[src/rtl/ex_pkg.sv]
// Shared definitions for the multi-cycle EX stage.
// Contains the ALU op codes and the EX sequencing state.
package ex_pkg;

   localparam logic [3:0] OP_ADD = 4'b0000;
   localparam logic [3:0] OP_SUB = 4'b0100;
   localparam logic [3:0] OP_MUL = 4'b1000;
   localparam logic [3:0] OP_DIV = 4'b1100;
   localparam logic [3:0] OP_AND = 4'b0001;
   localparam logic [3:0] OP_OR  = 4'b0101;
   localparam logic [3:0] OP_XOR = 4'b1001;
   localparam logic [3:0] OP_LUI = 4'b1101;
   localparam logic [3:0] OP_SLL = 4'b0010;
   localparam logic [3:0] OP_SRL = 4'b1110;
   localparam logic [3:0] OP_SRA = 4'b1010;

   typedef enum logic [1:0] {
      S_IDLE = 2'd0,
      S_RUN  = 2'd1,
      S_DONE = 2'd2
   } ex_state_t;

endpackage

[src/rtl/stage_ex_mdu_iter.sv]
// Iterative multiply/divide unit: 1 bit per cycle, XLEN steps.
// Ports: clk, rst, start, op_div, a, b in; done, result, div_zero out.
module stage_ex_mdu_iter #(
   parameter int XLEN = 32
) (
   input  logic            clk,
   input  logic            rst,
   input  logic            start,
   input  logic            op_div,
   input  logic [XLEN-1:0] a,
   input  logic [XLEN-1:0] b,
   output logic            done,
   output logic [XLEN-1:0] result,
   output logic            div_zero
);

   localparam int SH_W = $clog2(XLEN);

   logic            run;
   logic            is_div;
   logic [SH_W-1:0] cnt;
   logic [XLEN-1:0] acc, x, y;
   logic [XLEN-1:0] acc_n, x_n, y_n;
   logic [XLEN:0]   r_sh;
   logic            ge;

   // MUL: acc += y when x[0]; x shifts right, y shifts left.
   // DIV: restoring step, quotient shifts into x, remainder in acc.
   // A zero divisor always subtracts, yielding an all-ones quotient.
   always_comb begin
      r_sh  = {acc, x[XLEN-1]};
      ge    = (r_sh >= {1'b0, y});
      acc_n = acc;
      x_n   = x;
      y_n   = y;
      if (is_div) begin
         acc_n = ge ? (r_sh[XLEN-1:0] - y) : r_sh[XLEN-1:0];
         x_n   = {x[XLEN-2:0], ge};
      end else begin
         acc_n = acc + (x[0] ? y : '0);
         x_n   = x >> 1;
         y_n   = y << 1;
      end
      result = is_div ? x_n : acc_n;
      done   = run && (cnt == '0);
   end

   always_ff @(posedge clk) begin
      if (rst) begin
         run      <= 1'b0;
         is_div   <= 1'b0;
         cnt      <= '0;
         acc      <= '0;
         x        <= '0;
         y        <= '0;
         div_zero <= 1'b0;
      end else if (start) begin
         run      <= 1'b1;
         is_div   <= op_div;
         cnt      <= SH_W'(XLEN - 1);
         acc      <= '0;
         x        <= a;
         y        <= b;
         div_zero <= op_div && (b == '0);
      end else if (run) begin
         acc <= acc_n;
         x   <= x_n;
         y   <= y_n;
         cnt <= cnt - 1'b1;
         if (cnt == '0) run <= 1'b0;
      end
   end

endmodule

[src/rtl/stage_ex_mc.sv]
// Multi-cycle EX stage: operand muxes, ALU, MUL/DIV sequencing, output register.
// Ports: clk, rst, ID handshake (in_valid/in_ready), op fields, MEM handshake, ans/rw/div_zero/busy.
module stage_ex_mc
   import ex_pkg::*;
#(
   parameter int XLEN = 32,
   parameter int RW_W = 5
) (
   input  logic            clk,
   input  logic            rst,
   input  logic            in_valid,
   output logic            in_ready,
   input  logic [3:0]      op,
   input  logic            aluimm,
   input  logic            shift,
   input  logic            jal,
   input  logic [XLEN-1:0] a,
   input  logic [XLEN-1:0] b,
   input  logic [XLEN-1:0] imm,
   input  logic [XLEN-1:0] pc4,
   input  logic [RW_W-1:0] rw_in,
   output logic            out_valid,
   input  logic            out_ready,
   output logic [XLEN-1:0] ans,
   output logic [RW_W-1:0] rw,
   output logic            div_zero,
   output logic            busy
);

   localparam int SH_W = $clog2(XLEN);

   ex_state_t       state;
   logic [RW_W-1:0] rw_hold;
   logic [XLEN-1:0] a_calc, b_calc, alu;
   logic [SH_W-1:0] sh;
   logic            fire_in, fire_out, is_iter, start;
   logic            mdu_done, mdu_dz;
   logic [XLEN-1:0] mdu_res;
   logic [RW_W-1:0] rw_next;

   assign in_ready = !busy && (!out_valid || out_ready);
   assign fire_in  = in_valid && in_ready;
   assign fire_out = out_valid && out_ready;
   assign is_iter  = !jal && (op == OP_MUL || op == OP_DIV);
   assign start    = fire_in && is_iter;
   assign rw_next  = rw_in | {RW_W{jal}};

   // Shift amount arrives in imm[10:6]; rotating right by 6 aligns it to bit 0.
   assign a_calc = shift ? {imm[5:0], imm[XLEN-1:6]} : a;
   assign b_calc = aluimm ? imm : b;
   assign sh     = a_calc[SH_W-1:0];

   always_comb begin
      alu = '0;
      if (jal) begin
         alu = pc4 + XLEN'(4);
      end else if (op[1:0] == 2'b11) begin
         alu = a_calc;
      end else begin
         case (op)
            OP_ADD:  alu = a_calc + b_calc;
            OP_SUB:  alu = a_calc - b_calc;
            OP_AND:  alu = a_calc & b_calc;
            OP_OR:   alu = a_calc | b_calc;
            OP_XOR:  alu = a_calc ^ b_calc;
            OP_LUI:  alu = {b_calc[XLEN/2-1:0], {(XLEN/2){1'b0}}};
            OP_SLL:  alu = b_calc << sh;
            OP_SRL:  alu = b_calc >> sh;
            OP_SRA:  alu = $signed(b_calc) >>> sh;
            default: alu = '0;
         endcase
      end
   end

   stage_ex_mdu_iter #(.XLEN(XLEN)) u_mdu (
      .clk      (clk),
      .rst      (rst),
      .start    (start),
      .op_div   (op == OP_DIV),
      .a        (a_calc),
      .b        (b_calc),
      .done     (mdu_done),
      .result   (mdu_res),
      .div_zero (mdu_dz)
   );

   always_ff @(posedge clk) begin
      if (rst) begin
         state     <= S_IDLE;
         out_valid <= 1'b0;
         busy      <= 1'b0;
         ans       <= '0;
         rw        <= '0;
         rw_hold   <= '0;
         div_zero  <= 1'b0;
      end else begin
         case (state)
            S_IDLE: begin
               if (fire_out) out_valid <= 1'b0;
               if (fire_in) begin
                  if (is_iter) begin
                     rw_hold <= rw_next;
                     busy    <= 1'b1;
                     state   <= S_RUN;
                  end else begin
                     ans       <= alu;
                     rw        <= rw_next;
                     div_zero  <= 1'b0;
                     out_valid <= 1'b1;
                  end
               end
            end
            S_RUN: begin
               if (mdu_done) begin
                  ans       <= mdu_res;
                  rw        <= rw_hold;
                  div_zero  <= mdu_dz;
                  out_valid <= 1'b1;
                  state     <= S_DONE;
               end
            end
            S_DONE: begin
               if (fire_out) begin
                  out_valid <= 1'b0;
                  busy      <= 1'b0;
                  state     <= S_IDLE;
               end
            end
            default: state <= S_IDLE;
         endcase
      end
   end

endmodule

[config.mk]
export PLATFORM = sky130hd
export DESIGN_NAME = stage_ex_mc
export DESIGN_NICKNAME = d
export VERILOG_FILES = /design/src/rtl/ex_pkg.sv /design/src/rtl/stage_ex_mdu_iter.sv /design/src/rtl/stage_ex_mc.sv
export SDC_FILE = /design/constraint.sdc
export NUM_CORES = 1
export LEC_CHECK = 0
export CELL_PAD_IN_SITES_DETAIL_PLACEMENT = 2
export CELL_PAD_IN_SITES_GLOBAL_PLACEMENT = 2
export CORE_ASPECT_RATIO = 1.1
export CORE_MARGIN = 5
export CORE_UTILIZATION = 34
export DETAILED_ROUTE_END_ITERATION = 16
export GPL_ROUTABILITY_DRIVEN = 0
export PLACE_DENSITY_LB_ADDON = 0.05
export SLEW_MARGIN = 20
export SYNTH_ARGS = -nofsm -noshare
export SYNTH_HDL_FRONTEND = slang
export SYNTH_SLANG_ARGS = --single-unit
[constraint.sdc]
create_clock -name clk -period 5.8 [get_ports clk]
set_clock_uncertainty 0.1 [all_clocks]
set_input_delay 1.16 -clock clk [delete_from_list [all_inputs] [get_ports clk]]
set_output_delay 1.16 -clock clk [all_outputs]
set_load 0.01 [all_outputs]
==> results of run 1 <==
==> power breakdown <==
part           total [mW]  internal, mW  leakage (nW)  switching [mW]
combinational        3.00          1.10          7.94            1.90
clock                1.18         0.626         0.274           0.557
sequential           1.30          1.15          1.23           0.147
total                5.48          2.88          9.43            2.60
==> metrics by stage <==
stage / hold slack (ns) / total power, mW / area, um^2 / instances
finish: 0.3569 / 5.482 / 23930 / 3753
global route: 0.3801 / 5.656 / 23920 / 3747
CTS: 0.3628 / 5.432 / 23920 / 3747
detailed placement: 0.3541 / 4.237 / 23330 / 3715
global placement: 0.3417 / 4.152 / 23330 / 3715
floorplan: 0.3480 / 2.768 / 20000 / 2792
==> worst min-delay path by stage <==
stage                         from  slack, ns        to  cells past startpoint
floorplan           u_mdu.div_zero       0.35  div_zero                      2
global placement             rw[3]       0.34     rw[3]                      2
detailed placement           rw[1]       0.35     rw[1]                      2
CTS                          rw[1]       0.36     rw[1]                      2
global route                 rw[1]       0.38     rw[1]                      2
finish                       rw[1]       0.36     rw[1]                      2
==> worst register-to-register path, stage by stage (launching register included) <==
cell and delay (ns):
dfxtp_1 0.42, inv_1 0.23, buf_4 0.37, nor2_1 0.11, ha_1 0.39, a21oi_1 0.35, nand2_1 0.11, a21o_1 0.24
a22o_1 0.26, o311a_1 0.43, o21ai_0 0.26, a21oi_1 0.10, o21ai_0 0.52, nand3_1 0.21, a22o_1 0.25
==> layout make-up <==
class	count	area share [%]
diodes	6	0.06274
clock inverters	14	0.5751
flip-flops and latches	151	12.66
repair buffers	351	13.02
well taps	760	3.973
inverters	125	1.961
clock buffers	18	1.882
multi-input cells	2328	65.86
==> layer usage <==
metal / part of all wire, % / routed length [um] / GRT usage, % / up-vias
met3: 5.2 / 6110 / 4.901 / 384
met2: 47 / 55720 / 59.54 / 910
met5: 0.0093 / 11 / 0 / -
li1: - / - / - / 10583
met4: 9.5 / 11250 / 27.24 / 2
met1: 38 / 45100 / 40.73 / 11969
==> cells by family after synthesis <==
group	synth area share [%]
buffers and inverters	6.493
DFF	15.11
and+or+nand+nor	20.20
AOI/OAI and AO/OA	29.94
adders and majority gates	10.68
xor gates and xnor gates	5.955
muxes	11.62
==> synthesized netlist by cell type (22+ instances only) <==
master	number
nor3_1	55
a21oi_1	256
a221oi_1	37
and3_1	26
nand2_1	320
a211oi_1	78
a311oi_1	25
mux2i_1	145
a31oi_1	28
o21ai_0	161
mux2_2	34
o21a_1	23
xor2_1	47
nand2b_1	23
xnor2_1	89
buf_2	24
dfxtp_1	151
o221ai_1	22
inv_1	111
nand3_1	59
clkbuf_1	129
o211ai_1	54
ha_1	166
nor2_1	324
o22ai_1	28
a22oi_1	22
a21o_1	33
==> placed cells by master, fill, tap and decap left out, types with 28 or more instances in the layout <==
master and count:
nor2_1 323, nand2_1 320, a21oi_1 255, clkdlybuf4s50_1 180, ha_1 165, buf_4 165, o21ai_0 161, dfxtp_1 149
mux2i_1 142, inv_1 110, xnor2_1 89, a211oi_1 78, nand3_1 58, nor3_1 54, o211ai_1 54, xor2_1 47
a221oi_1 37, mux2_2 34, a21o_1 33, a31oi_1 28, o22ai_1 28
==> registers in the layout, summed over array words and instances (netlist names) <==
| signal | count |
|---|---|
| ans | 32 |
| u_mdu.acc | 32 |
| u_mdu.cnt | 5 |
| rw | 5 |
| u_mdu.is_div | 1 |
| state | 2 |
| u_mdu.y | 32 |
| busy | 1 |
| rw_hold | 5 |
| u_mdu.div_zero | 1 |
| u_mdu.run | 1 |
| div_zero | 1 |
| u_mdu.x | 32 |
| out_valid | 1 |
==> flow_summary.ini, run 1 <==
[timing]
slew_headroom_pct = 35.83
slew_viol_final = 0
hold_violations = 0
grt_setup_unrepaired = no
tightestPinTransition_ns = 0.9616
finalSetupViolCount = 0
finalSetupTns_ns = 0
fmax_mhz = 181.4
fin_crit_ns = 5.514
period_share_pct = 95.06
setup_slack_ns = 0.2863

[floorplan]
die_x_um = 241.3
io_pins = 185
rows = 93
fp.dieH_um = 264.4
design.die.area_um2 = 63790
design.core.area_um2 = 58410
initial_core_util_pct = 34.24

[global_routing]
grt.total_usage_pct = 35.58
grt_max_degree = 88
overflow = 0
grt_pass1_wl_mm = 170.8
grt_pass1_vias = 25322
antenna_found_initial = 7

[critical_path]
crit_chain = clkdlybuf4s50_1 > nor3_2 > nand2_1 > buf_4 > buf_4 > o21ai_0 > xnor2_1 > ha_1 > a21o_1 > o21ai_0 > a21oi_1 > a21oi_1 > o311ai_0 > a21oi_1 > o311a_1 > o21ai_0 > o211ai_1 > o311a_1
cp-startpoint = op[1]
rrSetupSlack_ns = 1.37
cp_slowest_cell = nor3_2
critical_path_buf_inv_count = 3
critPathArrivalTime_ns = 5.77
worst_setup_path_end_kind = flip-flop
r2r_end = ans[30]
r2r_cells = 14
crit_type = in2reg
cpPeakStageDelay_ns = 0.67
path_max_fanout = 14
crit_cells = 18
worstSetupStartpointType = input pin
regToRegStartpoint = u_mdu.x[0]
required_ns = 6.06
endpoint = ans[29]
critical_path.top_delay_family = compound AO/OA/AOI/OAI gates

[synthesis]
synth_edf_count = 0
syn_area_per_cell_um2 = 7.164
synthesis.area_um2 = 20000
ys_ff_latch = 151
syn-num-nets = 3105
synth.distinct_cells = 96
synthCells = 2792
async_flop_share_pct = 0
synth_top_area_cell = dfxtp_1
synth_top_area_share_pct = 15.11
yosysSeqAreaShare_pct = 15.11
synth_top_flop_cell = dfxtp_1
yosys-top-cells-area = dfxtp_1, ha_1, mux2i_1
yosysWarnings = 0

[power]
vdd_ir_drop_max_mv = 0.2128
power_density_nw_per_um2 = 229.1
p_leak_nw = 9.435

[clock_tree]
ctsResizeCount = 0
clock-sinks = 151
clockRootBuffer = clkbuf_16
cts_max_path_buffers = 2
clkSlewWorstSetupHoldPaths_ns = 0.07
htree_levels = 4
cts_buffers = 17
cts_tree = done
clk_latency_ns = 0.46
postCtsHoldBufs = 0
cts_setup_buffers = 0

[cells_and_area]
nFillCells = 6894
drive_gt1_share_pct = 10.88
multi_input_area_um2 = 15760
fin_util_pct = 40.97
seq_area_um2 = 3030
nets = 3287
area.growth.synth_to_final_pct = 19.64

[drt]
vias_per_cell = 6.354
via_count = 23848
postRouteAntennaNets = 0
wl_mm = 118.2
drt-pass1-iter-count = 6
drc = 0
dr.first_iter.drc_count = 1870
wl_per_cell_um = 31.49

[place]
pre_cts_ws_ns = -0.1085
portBuffers = 184
dp_hpwl_mm = 95.03

[worst_hold_path]
hp-class = reg2reg

[outcome]
status = finished, final reports clean

[flow_run]
cap_violations = 0
(Power assumes the default switching activity.)
==> run 2: changes to the inputs <==
--- a/config.mk
+++ b/config.mk
@@ -10,9 +10,11 @@
 export CORE_ASPECT_RATIO = 1.1
 export CORE_MARGIN = 5
 export CORE_UTILIZATION = 34
+export CTS_CLUSTER_DIAMETER = 150
 export DETAILED_ROUTE_END_ITERATION = 16
 export GPL_ROUTABILITY_DRIVEN = 0
 export PLACE_DENSITY_LB_ADDON = 0.05
+export SKIP_CTS_REPAIR_TIMING = 1
 export SLEW_MARGIN = 20
 export SYNTH_ARGS = -nofsm -noshare
 export SYNTH_HDL_FRONTEND = slang
==> results of run 2 <==
Same layout as run 1: the final DEF is identical, and so are final timing and power.
